### src/rtl/truth_table_sweeper_if.sv
// Handshake and result bundle between a truth_table_sweeper and its environment.
// The environment (master) requests sweeps and supplies the two function outputs.
// The sweeper (slave) drives the input vector and reports the captured tables.
interface truth_table_sweeper_if #(
  parameter int N_IN = 3
);
  logic                 start;
  logic [N_IN-1:0]      vec_out;
  logic                 fa_in;
  logic                 fb_in;
  logic                 busy;
  logic                 done;
  logic [2**N_IN-1:0]   table_a;
  logic [2**N_IN-1:0]   table_b;
  logic                 mismatch;
  logic [N_IN-1:0]      first_bad;
  logic [N_IN:0]        bad_count;

  modport master (
    output start, fa_in, fb_in,
    input  vec_out, busy, done, table_a, table_b, mismatch, first_bad, bad_count
  );

  modport slave (
    input  start, fa_in, fb_in,
    output vec_out, busy, done, table_a, table_b, mismatch, first_bad, bad_count
  );
endinterface

### src/rtl/truth_table_sweeper.sv
// Truth-table sweeper: steps an input vector through every combination in
// ascending order, samples two implementations of the same Boolean function
// after a programmable settle time, and records both output columns plus
// mismatch statistics (flag, lowest bad index, number of bad indices).
module truth_table_sweeper #(
  parameter int N_IN   = 3,
  parameter int SETTLE = 1
) (
  input  logic                   clk,
  input  logic                   rst_n,
  truth_table_sweeper_if.slave   bus
);

  localparam int                 NVEC     = 2**N_IN;
  localparam int                 CNT_W    = (SETTLE < 1) ? 1 : $clog2(SETTLE + 1);
  localparam logic [CNT_W-1:0]   SETTLE_C = CNT_W'(SETTLE);
  localparam logic [N_IN-1:0]    LAST_VEC = {N_IN{1'b1}};

  typedef enum logic [1:0] {
    S_IDLE = 2'd0,
    S_RUN  = 2'd1,
    S_DONE = 2'd2
  } state_t;

  state_t             state_q, state_d;
  logic [N_IN-1:0]    vec_q, vec_d;
  logic [CNT_W-1:0]   cnt_q, cnt_d;
  logic [NVEC-1:0]    table_a_q, table_a_d;
  logic [NVEC-1:0]    table_b_q, table_b_d;
  logic               mismatch_q, mismatch_d;
  logic [N_IN-1:0]    first_bad_q, first_bad_d;
  logic [N_IN:0]      bad_count_q, bad_count_d;

  // Register update; reset clears results as well as control, so an
  // aborted sweep leaves nothing behind.
  always_ff @(posedge clk) begin
    if (!rst_n) begin
      state_q     <= S_IDLE;
      vec_q       <= '0;
      cnt_q       <= '0;
      table_a_q   <= '0;
      table_b_q   <= '0;
      mismatch_q  <= 1'b0;
      first_bad_q <= '0;
      bad_count_q <= '0;
    end else begin
      state_q     <= state_d;
      vec_q       <= vec_d;
      cnt_q       <= cnt_d;
      table_a_q   <= table_a_d;
      table_b_q   <= table_b_d;
      mismatch_q  <= mismatch_d;
      first_bad_q <= first_bad_d;
      bad_count_q <= bad_count_d;
    end
  end

  // Next-state logic: start arms a fresh sweep, RUN alternates settle
  // countdown and sampling, DONE lasts exactly one cycle.
  always_comb begin
    state_d     = state_q;
    vec_d       = vec_q;
    cnt_d       = cnt_q;
    table_a_d   = table_a_q;
    table_b_d   = table_b_q;
    mismatch_d  = mismatch_q;
    first_bad_d = first_bad_q;
    bad_count_d = bad_count_q;

    unique case (state_q)
      S_IDLE: begin
        if (bus.start) begin
          state_d     = S_RUN;
          vec_d       = '0;
          cnt_d       = SETTLE_C;
          table_a_d   = '0;
          table_b_d   = '0;
          mismatch_d  = 1'b0;
          first_bad_d = '0;
          bad_count_d = '0;
        end
      end

      S_RUN: begin
        if (cnt_q != '0) begin
          cnt_d = cnt_q - 1'b1;
        end else begin
          table_a_d[vec_q] = bus.fa_in;
          table_b_d[vec_q] = bus.fb_in;
          if (bus.fa_in != bus.fb_in) begin
            bad_count_d = bad_count_q + 1'b1;
            // Only the first (lowest, since the sweep ascends) bad index is kept.
            if (!mismatch_q) begin
              mismatch_d  = 1'b1;
              first_bad_d = vec_q;
            end
          end
          // The last vector stays on the bus; wrap happens only at the next start.
          if (vec_q != LAST_VEC) begin
            vec_d = vec_q + 1'b1;
            cnt_d = SETTLE_C;
          end else begin
            state_d = S_DONE;
          end
        end
      end

      S_DONE: begin
        state_d = S_IDLE;
      end

      default: begin
        state_d = S_IDLE;
      end
    endcase
  end

  assign bus.vec_out   = vec_q;
  assign bus.busy      = (state_q == S_RUN);
  assign bus.done      = (state_q == S_DONE);
  assign bus.table_a   = table_a_q;
  assign bus.table_b   = table_b_q;
  assign bus.mismatch  = mismatch_q;
  assign bus.first_bad = first_bad_q;
  assign bus.bad_count = bad_count_q;

endmodule

### src/flat_wrapper.sv
// flat-port wrapper written by rule: the top's interface ports become plain ports
module truth_table_sweeper_flat 
#(
  parameter int N_IN   = 3,
  parameter int SETTLE = 1
)
  (clk, rst_n, bus_start, bus_fa_in, bus_fb_in, bus_vec_out, bus_busy, bus_done, bus_table_a, bus_table_b, bus_mismatch, bus_first_bad, bus_bad_count);
  truth_table_sweeper_if #(.N_IN(N_IN)) bus_i ();
  input  logic clk;
  input  logic rst_n;
  input wire logic [$bits(bus_i.start)-1:0] bus_start;
  input wire logic [$bits(bus_i.fa_in)-1:0] bus_fa_in;
  input wire logic [$bits(bus_i.fb_in)-1:0] bus_fb_in;
  output wire logic [$bits(bus_i.vec_out)-1:0] bus_vec_out;
  output wire logic [$bits(bus_i.busy)-1:0] bus_busy;
  output wire logic [$bits(bus_i.done)-1:0] bus_done;
  output wire logic [$bits(bus_i.table_a)-1:0] bus_table_a;
  output wire logic [$bits(bus_i.table_b)-1:0] bus_table_b;
  output wire logic [$bits(bus_i.mismatch)-1:0] bus_mismatch;
  output wire logic [$bits(bus_i.first_bad)-1:0] bus_first_bad;
  output wire logic [$bits(bus_i.bad_count)-1:0] bus_bad_count;
  assign bus_i.start = bus_start;
  assign bus_i.fa_in = bus_fa_in;
  assign bus_i.fb_in = bus_fb_in;
  assign bus_vec_out = bus_i.vec_out;
  assign bus_busy = bus_i.busy;
  assign bus_done = bus_i.done;
  assign bus_table_a = bus_i.table_a;
  assign bus_table_b = bus_i.table_b;
  assign bus_mismatch = bus_i.mismatch;
  assign bus_first_bad = bus_i.first_bad;
  assign bus_bad_count = bus_i.bad_count;
  truth_table_sweeper #(.N_IN(N_IN), .SETTLE(SETTLE)) u_core (.clk(clk), .rst_n(rst_n), .bus(bus_i));
endmodule
### config.mk
export PLATFORM = sky130hd
export DESIGN_NAME = truth_table_sweeper_flat
export DESIGN_NICKNAME = d
export VERILOG_FILES = /design/src/rtl/truth_table_sweeper_if.sv /design/src/rtl/truth_table_sweeper.sv /design/src/flat_wrapper.sv
export SDC_FILE = /design/constraint.sdc
export NUM_CORES = 1
export LEC_CHECK = 0
export CORE_MARGIN = 5
export CORE_UTILIZATION = 51
export CTS_BUF_LIST = sky130_fd_sc_hd__clkbuf_4 sky130_fd_sc_hd__clkbuf_8
export DETAILED_ROUTE_END_ITERATION = 8
export PLACE_DENSITY = 0.82
export SYNTH_ARGS = -nofsm -noshare
export SYNTH_HDL_FRONTEND = slang
export SYNTH_SLANG_ARGS = --single-unit
export TNS_END_PERCENT = 50
### constraint.sdc
create_clock -name clk -period 2.05 [get_ports clk]
set_input_delay 0.41 -clock clk [delete_from_list [all_inputs] [get_ports clk]]
set_output_delay 0.41 -clock clk [all_outputs]
set_load 0.02 [all_outputs]
* After elaboration in Yosys (flattened, before gate mapping)
Index checks and enable logic that the tools add are counted.
** Word-level totals
- Register bits :: 30
- Latch bits :: 0
- Memory bits (writable) :: 0
- Bits in read-only memories :: 0
- Bits of input ports :: 5
- Output and inout port bits :: 29
- Logic and storage cells :: 65
- Memories :: 0
** Cells by class
- $add $sub $neg :: 3
- Multipliers :: 0
- Div/mod/pow operators :: 0
- Magnitude comparators :: 2
- Eq/ne operators :: 10
- Shifts and indexed selects :: 0
- Muxes and demuxes :: 33
- Bitwise operators :: 0
- Reductions and logical operators :: 9
** Operators with widths (number)
- case mux 8 bit (2 select lines) :: 2
- two-way mux 8 bit :: 3
- two-way mux 3 bit :: 6
- bitwise mux 8 bit :: 2
- two-way mux 4 bit :: 3
- case mux 3 bit (2 select lines) :: 2
- inequality test 2 bit, second input constant :: 4
- case mux 4 bit (2 select lines) :: 1
- AND reduction 4 bit :: 2
- two-way mux 1 bit :: 7
- two-way mux 2 bit :: 3
- AND reduction 3 bit :: 2
- AND reduction 5 bit :: 1
- adder 4 x 1 -> 4 bit, second input constant :: 1
- < comparator 3 x 4 -> 1 bit, second input constant :: 1
- inequality test 2 x 1 -> 1 bit, second input constant :: 2
- case mux 1 bit (2 select lines) :: 2
- case mux 2 bit (2 select lines) :: 1
- adder 3 x 1 -> 3 bit, second input constant :: 1
- demux 1 bit (select 3 bit) :: 1
- >= comparator 3 x 1 -> 1 bit, second input constant :: 1
- inequality test 3 bit, second input constant :: 1
- == test 2 x 1 -> 1 bit, second input constant :: 1
- == test 2 bit, second input constant :: 1
- 6 further kinds :: 6

* Depth between registers and ports, before layout
- Depth in word-level cells :: 7
- Mapped depth :: 6
- Gate-level depth less buffers :: 6

* Worst setup path before layout
No wires, ideal clock.
- Path kind :: flip-flop to flip-flop
- Start :: reg u_core.vec_q[2], in the netlist u_core.bus.vec_out[2]
- End :: reg u_core.table_b_q[4], in the netlist u_core.bus.table_b[4]
- Library setup time :: 115 ps
- Arrival :: 1539 ps
- Data required time :: 1935 ps
- Slack :: 396 ps
- Cell stages (with the launch flop) :: 6
- Buffers on the path :: 1
- Period minus slack after synthesis :: 1654 ps
- Cell sequence :: dfxtp_1 clkbuf_2 or3b_1 a221oi_2 o22ai_1 and2_1
** Between the ends
- Word-level cells in the longest chain between the ends :: 7
- Elaborated cells on any way between the ends :: 8
- Those cells by class :: order compare (2); mux (5); reduce/logical (1)
** Ends and longest elaborated chain
- from (decl) :: RTL line truth_table_sweeper.sv:26 : logic [N_IN-1:0] vec_q, vec_d;
- from (signal assigned) :: RTL line truth_table_sweeper.sv:48 : vec_q <= vec_d;
- < comparator 3 x 4 -> 1 bit (implied by the code) or >= comparator 3 x 1 -> 1 bit (tied branches) :: RTL line truth_table_sweeper.sv:89 : table_b_d[vec_q] = bus.fb_in;
- logical AND 1 bit (implied by the code) :: RTL line truth_table_sweeper.sv:89
- two-way mux 1 bit (implied by the code) :: RTL line truth_table_sweeper.sv:89
- demux 1 bit (select 3 bit) *
- bitwise mux 8 bit * :: RTL line truth_table_sweeper.sv:89
- two-way mux 8 bit * :: RTL line truth_table_sweeper.sv:85 : if (cnt_q != '0) begin
- case mux 8 bit (2 select lines) * :: RTL line truth_table_sweeper.sv:70 : unique case (state_q)
- to (signal assigned) :: RTL line truth_table_sweeper.sv:51 : table_b_q <= table_b_d;
- to (decl) :: RTL line truth_table_sweeper.sv:29 : logic [NVEC-1:0] table_b_q, table_b_d;
Every way passes the cells marked *; elsewhere a longest branch is shown, timed or not. The select of a mux whose other input is x is not followed.
A chain may end at the register's enable or synchronous reset.

* Final worst setup path
- Start :: reg u_core.vec_q[1], in the netlist u_core.bus.vec_out[1]
- End :: out bus_vec_out[1]
** RTL lines
- to (decl) :: RTL line flat_wrapper.sv:14 : output wire logic [$bits(bus_i.vec_out)-1:0] bus_vec_out;
No word-level cell between the ends.

==> impl_metrics.yaml <==
placement:
  place_ws_ns: -0.0008904
  portBuffers: 33
  place.gp.congestion: 0.8013
  hpwl_microns: 2599
logic_synthesis:
  seq_area_frac_synth_pct: 41.74
  yosys.area_share.simple_pct: 24.70
  yosysUniqueCellTypes: 34
  avgSynthCellArea_sq_um: 8.616
  synth-seq-cells: 30
  synth_edf_count: 0
  async_flop_share_pct: 0
  syn_inst: 167
  synth_top_family_by_area: "simple AND/OR/NAND/NOR gates"
  synth_compound_area_share_pct: 21.04
  synth_fp_nets: 175
  muxShareOfSynthArea_pct: 2.087
  netlist_area_sq_um: 1439
  synth_flop_cell: "dfxtp_1"
  ys_warn_count: 0
  synth_xor_area_share_pct: 0.6087
  synth_fa_ha_area_share_pct: 2.609
power:
  power_mw: 1.124
  p_sw_uw: 307.7
  powerDensity_nw_per_um2: 606.8
  clkPwrFrac_pct: 31.7
  p_int_uw: 816.7
  vdd_drop_max_mv: 0.5591
  p_sw_share_pct: 27.37
  seqPwrFrac_pct: 54.2
  power_leakage_nw: 0.6476
  p_comb_share_pct: 14.1
drt:
  dr.pass1.iters: 4
  ant_nets: 0
  viasPerCell: 5.714
  detail_route.iter0.violations: 52
  routed_wl_microns: 3548
  vias: 1320
  routedWlPerCell_microns: 15.36
  drc: 0
floorplan:
  coreArea_sq_um: 2734
  io_pins: 34
  start_util_pct: 52.63
  dieArea_sq_um: 3984
  rows: 19
  die_h_microns: 63.12
  die_w_microns: 63.12
critical_path:
  cp_slowest_cell: "clkdlybuf4s50_1"
  reg2reg_to: "u_core.bus.table_a[5]"
  worstPathArrival_ns: 1.55
  path_depth: 1
  crit_path_max_fanout: 11
  critPathLaunchType: "flip-flop"
  path_cells: "clkdlybuf4s50_1"
  cp-end-kind: "output port"
  critical_path_class: "reg -> out"
  crit_buf_inv: 1
  worst-endpoint-required_ns: 1.64
  cp-endpoint: "bus_vec_out[1]"
  critPathTopFamily: "buffers and inverters"
  r2r-start: "u_core.state_q[0]"
  crit_path_start: "u_core.bus.vec_out[1]"
  worstRegToRegCells: 5
  slowest_delay_ns: 0.68
  r2r_setup_slack_ns: 0.34
clock_network:
  cts_sinks: 30
  cts_root_buf: "clkbuf_4"
  cts_tree: "done"
  clkSlewWorstSetupHoldPaths_ns: 0.09
  cts_buffers: 5
  cts_setup_buffers: 0
  hold_buffers: 0
  clkLatencyLatePin_ns: 0.33
  cts-htree-levels: 2
  cts.path.max_buffers: 2
sta:
  relSlewSlack_pct: 68.44
  finalSetupViolations: 0
  fin_crit_sh_pct: 95.64
  final-max-slew-violation-count: 0
  hold_violations: 0
  rsz0062_at_grt: "false"
  tightest_slew_ns: 0.4691
  period_minus_slack_ns: 1.961
  clock_skew_ns: 0.005377
  finalWorstSetupSlack_ns: 0.08942
  max_freq_mhz: 510.1
grt:
  track_usage_pct: 19.84
  grt_max_degree: 33
  antenna_found_initial: 0
  grt_remaining_overflow: 0
  grt_pass1_vias: 1375
  grt_pass1_wl_microns: 6444
layout:
  nNetsFinal: 209
  diodes: 0
  areaGrowthSynthToFinish_pct: 28.78
  layout-drive-gt1-share_pct: 9.000
worst_hold_path:
  min_path_type: "reg -> reg"
status:
  status: "finished clean"
run:
  drv_cap: 0
[state kept, by name, summed over array words and instances, names as in the netlist]
| signal | cells |
|---|---|
| u_core.bus.vec_out | 3 |
| u_core.bus.first_bad | 3 |
| u_core.state_q | 2 |
| u_core.cnt_q | 1 |
| u_core.bus.mismatch | 1 |
| u_core.bus.table_b | 8 |
| u_core.bus.bad_count | 4 |
| u_core.bus.table_a | 8 |
[routing by layer]
metal  GRT usage, %  share of wire [%]
met5              0                  0
met4          7.692                1.7
met3          6.750                5.7
met2          33.59                 51
met1          22.77                 42
[area by class of cell]
| type | count | area (sq um) |
|---|---|---|
| fill | 232 | 880.8 |
| multi-input combinational | 111 | 734.5 |
| sequential | 30 | 601.8 |
| timing repair buffer | 38 | 370.4 |
| inverter | 15 | 56.30 |
| clock buffer | 6 | 51.30 |
| tap | 31 | 38.79 |
[through the flow]
| stage | hold slack (ns) | cells | instance area (sq um) | TNS, ns | util, % |
|---|---|---|---|---|---|
| 4_1_cts | 0.4830 | 231 | 1849 | 0 | 67.64 |
| 5_1_grt | 0.5200 | 231 | 1853 | 0 | 67.78 |
| 6_report | 0.4792 | 231 | 1853 | 0 | 67.78 |
| 3_5_place_dp | 0.4702 | 225 | 1798 | -0.0008904 | 65.77 |
| 3_3_place_gp | 0.4565 | 225 | 1798 | 0 | 65.77 |
| 2_1_floorplan | 0.5460 | 167 | 1439 | 0 | - |
[repair_timing]
| item | in CTS | in global routing |
|---|---|---|
| endpoints found under the setup margin | 0 | 2 |
| resized for setup | 0 | 2 |
| endpoints found under the hold margin | 0 | 0 |
[layout by cell type, fill, tap and decap left out]
| cell | Yosys | routed |
|---|---|---|
| nor3_1 | 1 | 1 |
| a21oi_1 | 4 | 4 |
| o21ai_0 | 4 | 4 |
| inv_1 | 15 | 15 |
| clkbuf_8 | 0 | 1 |
| dfxtp_1 | 30 | 29 |
| nor2_1 | 9 | 9 |
| dlymetal6s2s_1 | 0 | 1 |
| o22ai_1 | 12 | 12 |
| nand2_1 | 12 | 12 |
| clkdlybuf4s50_1 | 0 | 32 |
| buf_4 | 0 | 5 |
| or3b_1 | 3 | 3 |
| dfxtp_2 | 0 | 1 |
| and2_1 | 9 | 9 |
| or3b_2 | 1 | 1 |
| nand3b_1 | 4 | 4 |
| nand2b_1 | 4 | 4 |
| xor2_1 | 1 | 1 |
| nor2b_1 | 2 | 2 |
| o211ai_1 | 2 | 2 |
| mux2i_1 | 3 | 3 |
| a221oi_2 | 3 | 3 |
| nor3b_4 | 1 | 1 |
| nand3_1 | 13 | 13 |
| a31oi_1 | 1 | 1 |
| a221oi_1 | 3 | 3 |
| nand2_2 | 1 | 1 |
| nor3b_1 | 1 | 1 |
| o22a_1 | 4 | 4 |
| ha_1 | 3 | 3 |
| o21a_1 | 2 | 2 |
| nand4b_1 | 1 | 1 |
| or3_1 | 1 | 1 |
| a21boi_0 | 5 | 5 |
| clkbuf_4 | 0 | 5 |
| a21o_1 | 1 | 1 |
[synthesized netlist by cell type (5+ instances only)]
| cell type | n | area (sq um) |
|---|---|---|
| a21boi_0 | 5 | 37.54 |
| dfxtp_1 | 30 | 600.6 |
| nor2_1 | 9 | 33.78 |
| nand2_1 | 12 | 45.04 |
| inv_1 | 15 | 56.30 |
| and2_1 | 9 | 56.30 |
| clkbuf_1 | 6 | 22.52 |
| nand3_1 | 13 | 65.06 |
| o22ai_1 | 12 | 75.07 |
[power groups by stage]
| stage | Combinational (mW) | Sequential (mW) | Clock [mW] |
|---|---|---|---|
| after detailed placement | 0.158 | 0.622 | 0 |
| after global placement | 0.152 | 0.621 | 0 |
| after global routing | 0.175 | 0.612 | 0.397 |
| after CTS | 0.159 | 0.609 | 0.357 |
| after floorplan | 0.0989 | 0.626 | 0 |
| final | 0.159 | 0.609 | 0.356 |
[cells by family after synthesis]
logic type	Yosys count
buf+inv	26
xor+xnor	1
simple gates	63
mux	3
compound gates	41
fa+ha+maj	3
flops	30
[worst min path at each step]
stage	startpoint	endpoint	slack, ns	cells after the start
2_1_floorplan	u_core.bus.first_bad[0]	u_core.bus.first_bad[0]	0.55	2
5_1_grt	u_core.bus.mismatch	u_core.bus.mismatch	0.52	2
3_5_place_dp	u_core.bus.mismatch	u_core.bus.mismatch	0.47	2
6_report	u_core.bus.mismatch	u_core.bus.mismatch	0.48	2
3_3_place_gp	u_core.bus.first_bad[1]	u_core.bus.first_bad[1]	0.46	2
4_1_cts	u_core.bus.mismatch	u_core.bus.mismatch	0.48	2
Note: power is estimated with default switching activity, not from simulation.
